<file path="src/rtl/mips_mem_pkg.sv">
// Shared types and helpers for the MIPS data-memory initiator.
// Provides access size / error / FSM state enums, byte-enable generation,
// raw size decoding and the alignment check.
package mips_mem_pkg;

    localparam int unsigned DATA_W  = 32;
    localparam int unsigned WADDR_W = 30;
    localparam int unsigned BE_W    = 4;

    typedef enum logic [1:0] {
        SZ_BYTE = 2'd0,
        SZ_HALF = 2'd1,
        SZ_WORD = 2'd2
    } size_e;

    typedef enum logic [1:0] {
        ERR_NONE    = 2'd0,
        ERR_ALIGN   = 2'd1,
        ERR_TIMEOUT = 2'd2
    } err_e;

    typedef enum logic [1:0] {
        ST_IDLE   = 2'd0,
        ST_ACCESS = 2'd1,
        ST_RESP   = 2'd2
    } state_e;

    // Raw request size; encoding 3 is folded onto word.
    function automatic size_e decode_size(input logic [1:0] raw);
        case (raw)
            2'd0:    decode_size = SZ_BYTE;
            2'd1:    decode_size = SZ_HALF;
            default: decode_size = SZ_WORD;
        endcase
    endfunction

    // Big-endian lanes: byte offset 0 is enable bit 3 (bits [31:24]).
    function automatic logic [BE_W-1:0] byte_enables(input size_e size, input logic [1:0] offset);
        case (size)
            SZ_BYTE: byte_enables = 4'b1000 >> offset;
            SZ_HALF: byte_enables = offset[1] ? 4'b0011 : 4'b1100;
            default: byte_enables = 4'b1111;
        endcase
    endfunction

    function automatic logic is_misaligned(input size_e size, input logic [1:0] offset);
        case (size)
            SZ_BYTE: is_misaligned = 1'b0;
            SZ_HALF: is_misaligned = offset[0];
            default: is_misaligned = (offset != 2'b00);
        endcase
    endfunction

endpackage

</file>
<file path="src/rtl/mips_load_align.sv">
// Load data extraction: selects the addressed byte/half from a big-endian
// memory word and zero- or sign-extends it to 32 bits.
// Ports: mem_data (raw word), offset (addr[1:0]), size, sign_ext -> result_c.
module mips_load_align
    import mips_mem_pkg::*;
(
    input  logic [DATA_W-1:0] mem_data,
    input  logic [1:0]        offset,
    input  size_e             size,
    input  logic              sign_ext,
    output logic [DATA_W-1:0] result_c
);

    // Move the addressed lane to the top so byte/half are always [31:24]/[31:16].
    logic [DATA_W-1:0] shifted;
    assign shifted = mem_data << {offset, 3'b000};

    always_comb begin
        result_c = '0;
        case (size)
            SZ_BYTE: result_c = {{24{sign_ext & shifted[31]}}, shifted[31:24]};
            SZ_HALF: result_c = {{16{sign_ext & shifted[31]}}, shifted[31:16]};
            default: result_c = shifted;
        endcase
    end

endmodule

</file>
<file path="src/rtl/mips_dmem_initiator.sv">
// CPU-side data-memory master: accepts one byte-addressed load/store, drives
// the word-addressed bus until DataMem_Ready, then returns a one-cycle response
// with aligned/extended load data and an error code (misaligned / timeout).
// Ports: clock, reset_n; req_* request channel (req_ready high only when idle);
// rsp_* response channel; DataMem_* memory bus.
module mips_dmem_initiator
    import mips_mem_pkg::*;
#(
    parameter int unsigned TIMEOUT_CYCLES = 1024
) (
    input  logic                clock,
    input  logic                reset_n,
    input  logic                req_valid,
    output logic                req_ready,
    input  logic                req_write,
    input  logic [1:0]          req_size,
    input  logic                req_signed,
    input  logic [31:0]         req_addr,
    input  logic [DATA_W-1:0]   req_wdata,
    output logic                rsp_valid,
    output logic [DATA_W-1:0]   rsp_rdata,
    output logic [1:0]          rsp_error,
    input  logic [DATA_W-1:0]   DataMem_In,
    input  logic                DataMem_Ready,
    output logic                DataMem_Read,
    output logic [BE_W-1:0]     DataMem_Write,
    output logic [WADDR_W-1:0]  DataMem_Address,
    output logic [DATA_W-1:0]   DataMem_Out
);

    localparam int unsigned CNT_W = $clog2(TIMEOUT_CYCLES);

    state_e             state_q, state_d;
    logic [CNT_W-1:0]   cnt_q, cnt_d;
    logic               write_q, write_d;
    size_e              size_q, size_d;
    logic               signed_q, signed_d;
    logic [31:0]        addr_q, addr_d;
    logic [DATA_W-1:0]  wdata_q, wdata_d;
    logic [DATA_W-1:0]  rdata_q, rdata_d;
    err_e               error_q, error_d;

    logic [DATA_W-1:0]  load_c;
    logic [BE_W-1:0]    lane_be;
    logic               in_access;

    mips_load_align u_align (
        .mem_data (DataMem_In),
        .offset   (addr_q[1:0]),
        .size     (size_q),
        .sign_ext (signed_q),
        .result_c (load_c)
    );

    // State and request/response registers.
    always_ff @(posedge clock or negedge reset_n) begin
        if (!reset_n) begin
            state_q  <= ST_IDLE;
            cnt_q    <= '0;
            write_q  <= 1'b0;
            size_q   <= SZ_BYTE;
            signed_q <= 1'b0;
            addr_q   <= '0;
            wdata_q  <= '0;
            rdata_q  <= '0;
            error_q  <= ERR_NONE;
        end else begin
            state_q  <= state_d;
            cnt_q    <= cnt_d;
            write_q  <= write_d;
            size_q   <= size_d;
            signed_q <= signed_d;
            addr_q   <= addr_d;
            wdata_q  <= wdata_d;
            rdata_q  <= rdata_d;
            error_q  <= error_d;
        end
    end

    // Next-state, capture, timeout and response logic.
    always_comb begin
        state_d  = state_q;
        cnt_d    = cnt_q;
        write_d  = write_q;
        size_d   = size_q;
        signed_d = signed_q;
        addr_d   = addr_q;
        wdata_d  = wdata_q;
        rdata_d  = rdata_q;
        error_d  = error_q;
        case (state_q)
            ST_IDLE: begin
                if (req_valid) begin
                    write_d  = req_write;
                    size_d   = decode_size(req_size);
                    signed_d = req_signed;
                    addr_d   = req_addr;
                    wdata_d  = req_wdata;
                    cnt_d    = '0;
                    error_d  = ERR_NONE;
                    if (is_misaligned(decode_size(req_size), req_addr[1:0])) begin
                        state_d = ST_RESP;
                        error_d = ERR_ALIGN;
                        rdata_d = '0;
                    end else begin
                        state_d = ST_ACCESS;
                    end
                end
            end
            ST_ACCESS: begin
                if (DataMem_Ready) begin
                    state_d = ST_RESP;
                    error_d = ERR_NONE;
                    rdata_d = write_q ? '0 : load_c;
                end else if (cnt_q == CNT_W'(TIMEOUT_CYCLES - 1)) begin
                    state_d = ST_RESP;
                    error_d = ERR_TIMEOUT;
                    rdata_d = '0;
                end else begin
                    cnt_d = cnt_q + CNT_W'(1);
                end
            end
            ST_RESP: state_d = ST_IDLE;
            default: state_d = ST_IDLE;
        endcase
    end

    // Bus strobes drop combinationally with Ready so a zero-wait slave
    // never sees the request still high at the completing edge.
    assign in_access       = (state_q == ST_ACCESS);
    assign lane_be         = byte_enables(size_q, addr_q[1:0]);
    assign DataMem_Read    = in_access && !write_q && !DataMem_Ready;
    assign DataMem_Write   = (in_access && write_q) ? (lane_be & {BE_W{!DataMem_Ready}}) : '0;
    assign DataMem_Address = addr_q[31:2];

    // Replicate store data across lanes; enables pick the live lane(s).
    always_comb begin
        DataMem_Out = '0;
        case (size_q)
            SZ_BYTE: DataMem_Out = {4{wdata_q[7:0]}};
            SZ_HALF: DataMem_Out = {2{wdata_q[15:0]}};
            default: DataMem_Out = wdata_q;
        endcase
    end

    assign req_ready = (state_q == ST_IDLE);
    assign rsp_valid = (state_q == ST_RESP);
    assign rsp_rdata = rdata_q;
    assign rsp_error = error_q;

endmodule
</file>
<file path="config.mk">
export PLATFORM = sky130hd
export DESIGN_NAME = mips_dmem_initiator
export DESIGN_NICKNAME = d
export VERILOG_FILES = /design/src/rtl/mips_mem_pkg.sv /design/src/rtl/mips_load_align.sv /design/src/rtl/mips_dmem_initiator.sv
export SDC_FILE = /design/constraint.sdc
export NUM_CORES = 1
export LEC_CHECK = 0
export BUFFER_PORTS_ARGS = -buffer_cell sky130_fd_sc_hd__clkbuf_2
export CORE_MARGIN = 3
export CORE_UTILIZATION = 50
export DETAILED_ROUTE_END_ITERATION = 7
export PLACE_DENSITY = 0.75
export SYNTH_ARGS = -nofsm -noshare
export SYNTH_HDL_FRONTEND = slang
export SYNTH_HIERARCHICAL = 1
export SYNTH_SLANG_ARGS = --single-unit
</file>
<file path="constraint.sdc">
create_clock -name clock -period 3.77 [get_ports clock]
set_input_delay 0.5655 -clock clock [delete_from_list [all_inputs] [get_ports clock]]
set_output_delay 0.5655 -clock clock [all_outputs]
set_load 0.05 [all_outputs]
</file>
==> impl_metrics.tcl <==
set metrics [dict create \
    outcome "complete, no violations" \
    cp_cell_sequence "nor2_1, mux2_2, clkbuf_2" \
    clk_latency_ps 410 \
    grt_remaining_overflow 0 \
    maxSlewHeadroom 0.401 \
    tritoncts "done" \
    wl_per_cell_um 17.3 \
    initial_utilization 0.521 \
    antenna_found_initial 0 \
    pre_cts_ws_ps 1490 \
    cpPeakStageDelay_ps 590 \
    met3_layer_usage_reported_by_global_route 0.0731 \
    global_route_wire_length_before_repair_um 28400 \
    wl_um 17500 \
    ys_seq_area_frac 0.448 \
    cp-start-kind "flop" \
    grt_use_total 0.250 \
    global_route.peak_usage_layer "met2" \
    end_kind "primary output" \
    worst-path-max-fanout 8 \
    worst_path_max_delay_cell "nor2_1" \
    grtUsageMet1 0.320 \
    avgViaCountPerCell 5.48 \
    portBuffers 206 \
    min_period_ps 2610 \
    required_ps 3200 \
    timing.critical_path.buf_inv 1 \
    fin_crit_sh 0.693 \
    cts-hold-fix-buffers 0 \
    die-height_um 119 \
    finalNetCount 936 \
    routed-via-count 5545 \
    htree_num_levels 4 \
    ys_seq_elements 114 \
    row_count 40 \
    finalWorstSetupSlack_ps 1160 \
    max-clock-path-buffers 2 \
    synth.distinct_cells 59 \
    postCtsSetupRepairBufs 0 \
    rsz0062_at_grt "no" \
    clock-sinks 114 \
    cap_viol_max_count 0 \
    final-max-slew-violation-count 0 \
    report.final.setup_viol 0 \
    critical-path-top-delay-family "simple AND/OR/NAND/NOR gates" \
    clock_pin_slew_of_the_registers_on_the_worst_case_setup_and_hold_paths_ps 50 \
    drc_errors 0 \
    layout-drive-gt1-share 0.368 \
    grt_start_max_net_pins 64 \
    core_area_mm2 0.0122 \
    chip_width_um 119 \
    yosys.area.top_type "dfrtp_1" \
    finClkSkew_ps 9.91 \
    synth.net_count 781 \
    synth_largest_type_area_fraction 0.448 \
    flow.area_growth_from_synthesis_pct 22.7 \
    yosys.cell_count.top_type "nand2_1" \
    hold_violations 0 \
    place.gp.congestion 0.950 \
    leakage_nw 4.19 \
    crit_type "flop to primary output" \
    floorplan.io_pins 207 \
    pwr_density_cell_mw_per_mm2 939 \
    peakVddDrop_uv 682 \
    totalNegativeSetupSlack_ps 0 \
    worst_pin_slew_ps 896 \
    drt_first_pass_iters 5 \
    syn-instance-count 676 \
    ys_async_sr_fraction 1.00 \
    synth_warnings 6 \
    die-area_mm2 0.0141 \
    clock.fmax_ghz 0.382 \
    synth.cell_area_mm2 0.00636 \
    synth_ff_type "dfrtp_1" \
    hold_class "input port to asynchronous set/reset pin" \
    route.antenna.remaining_nets 0 \
    dp_hpwl_um 12500 \
    cp.arrival_ps 2050 \
    cell_types_with_the_largest_area_share_after_synthesis "dfrtp_1 (45%), nand2_1 (14%), a22o_1 (5.5%), mux2_2 (4.6%), buf_4 (4.5%)" \
    number_of_global_route_vias_before_repair 5696 \
    post_synth.cell_area_avg_um2 9.42 \
    edff_count_synth 0 \
    gr_layer_usage_met2 0.406 \
    diodes 0 \
    post_synth_most_frequent_cells "nand2_1 (229), dfrtp_1 (114), a22o_1 (40), buf_4 (38), mux2_2 (26)" \
    cts_resized 0 \
    cts-root-buf "clkbuf_16" \
    drt_first_iter_violations 506 \
    cts_made_buffers 17 \
    final.fill_count 1042 \
]
==> layer usage <==
layer  vias up  part of all wire
li1       2613                 -
met1      2619              0.42
met2       277              0.48
met3        36             0.080
met4         0             0.024
met5         -                 0
==> flip-flops by register name, indices dropped and copies added, names as in the netlist <==
register and count:
addr_q 32, cnt_q 10, rsp_error 2, rsp_rdata 32, signed_q 1, size_q 2
state_q 2, wdata_q 32, write_q 1
==> worst register-to-register path, delay by kind of cell (launching register included) <==
| family | cells | cell delay, ps |
|---|---|---|
| flip-flops | 1 | 690 |
| AO/OA/AOI/OAI | 3 | 990 |
| multiplexers | 1 | 450 |
==> cells by family after synthesis <==
kind of cell	after synthesis	share of synthesized area
adder cells (fa/ha/maj)	1	0.00197
XOR/XNOR	1	0.00138
multiplexers	57	0.106
AO/OA/AOI/OAI	134	0.170
buffers and inverters	86	0.0798
flip-flops	114	0.448
AND/OR/NAND/NOR	283	0.193
==> final timing paths <==
check	from	end	slack [ps]	depth (start not counted)
worst max-delay path	size_q[1]	DataMem_Out[11]	1160	3
worst min register to register	addr_q[13]	addr_q[13]	470	2
worst min-delay path	reset_n	rsp_rdata[11]	190	1
worst max register to register	addr_q[1]	rsp_rdata[9]	1530	4
min in group clock	req_wdata[12]	wdata_q[12]	350	3
max in group asynchronous	reset_n	wdata_q[9]	2830	2
==> layout by cell type (no fill, tap or decap), types with 2 or more instances in the layout <==
cell,instances
nor2b_1,3
buf_4,10
and3_1,4
o21ai_2,6
dfrtp_1,114
clkinv_2,6
nand2_1,228
o211ai_1,13
a21o_1,7
o211ai_2,2
nand3_1,4
mux2_4,14
or3_1,2
clkbuf_8,4
o21ai_1,3
nor4bb_1,2
a22o_1,40
a211o_1,5
bufinv_16,2
o21ai_0,14
nor3_1,7
nor3b_2,3
clkbuf_16,17
a22oi_1,23
mux2i_1,16
a21oi_1,8
nor2_1,12
nor3b_1,4
clkbuf_2,205
and2b_2,2
nand2b_1,2
inv_1,5
mux2_2,26
==> cell type report <==
type,count,area [um^2],area share
Inverter,6,22.5,0.00288
Tap cell,168,210,0.0269
Clock inverter,10,106,0.0136
Sequential cell,114,2850,0.365
Multi-Input combinational cell,476,3010,0.386
Timing Repair Buffer,216,1120,0.144
Clock buffer,22,484,0.0620
==> where the power goes <==
group	internal [W]	switching, W	leakage, nW
Clock	0.00104	0.000547	0.295
Combinational	0.00106	0.00276	2.43
Sequential	0.00162	0.000314	1.47
Total	0.00371	0.00362	4.19
==> per-stage QoR <==
stage / power [W] / instances / cell area (um^2) / hold WS, ps / utilization
final: 0.00733 / 1012 / 7810 / 193 / 0.640
after global routing: 0.00772 / 1012 / 7810 / 232 / 0.640
after CTS: 0.00736 / 1012 / 7810 / 218 / 0.640
after detailed placement: 0.00575 / 980 / 7220 / 462 / 0.591
after global placement: 0.00569 / 980 / 7220 / 453 / 0.591
after floorplan: 0.00508 / 676 / 6360 / 270 / -
Power figures use the tool's default switching activity.
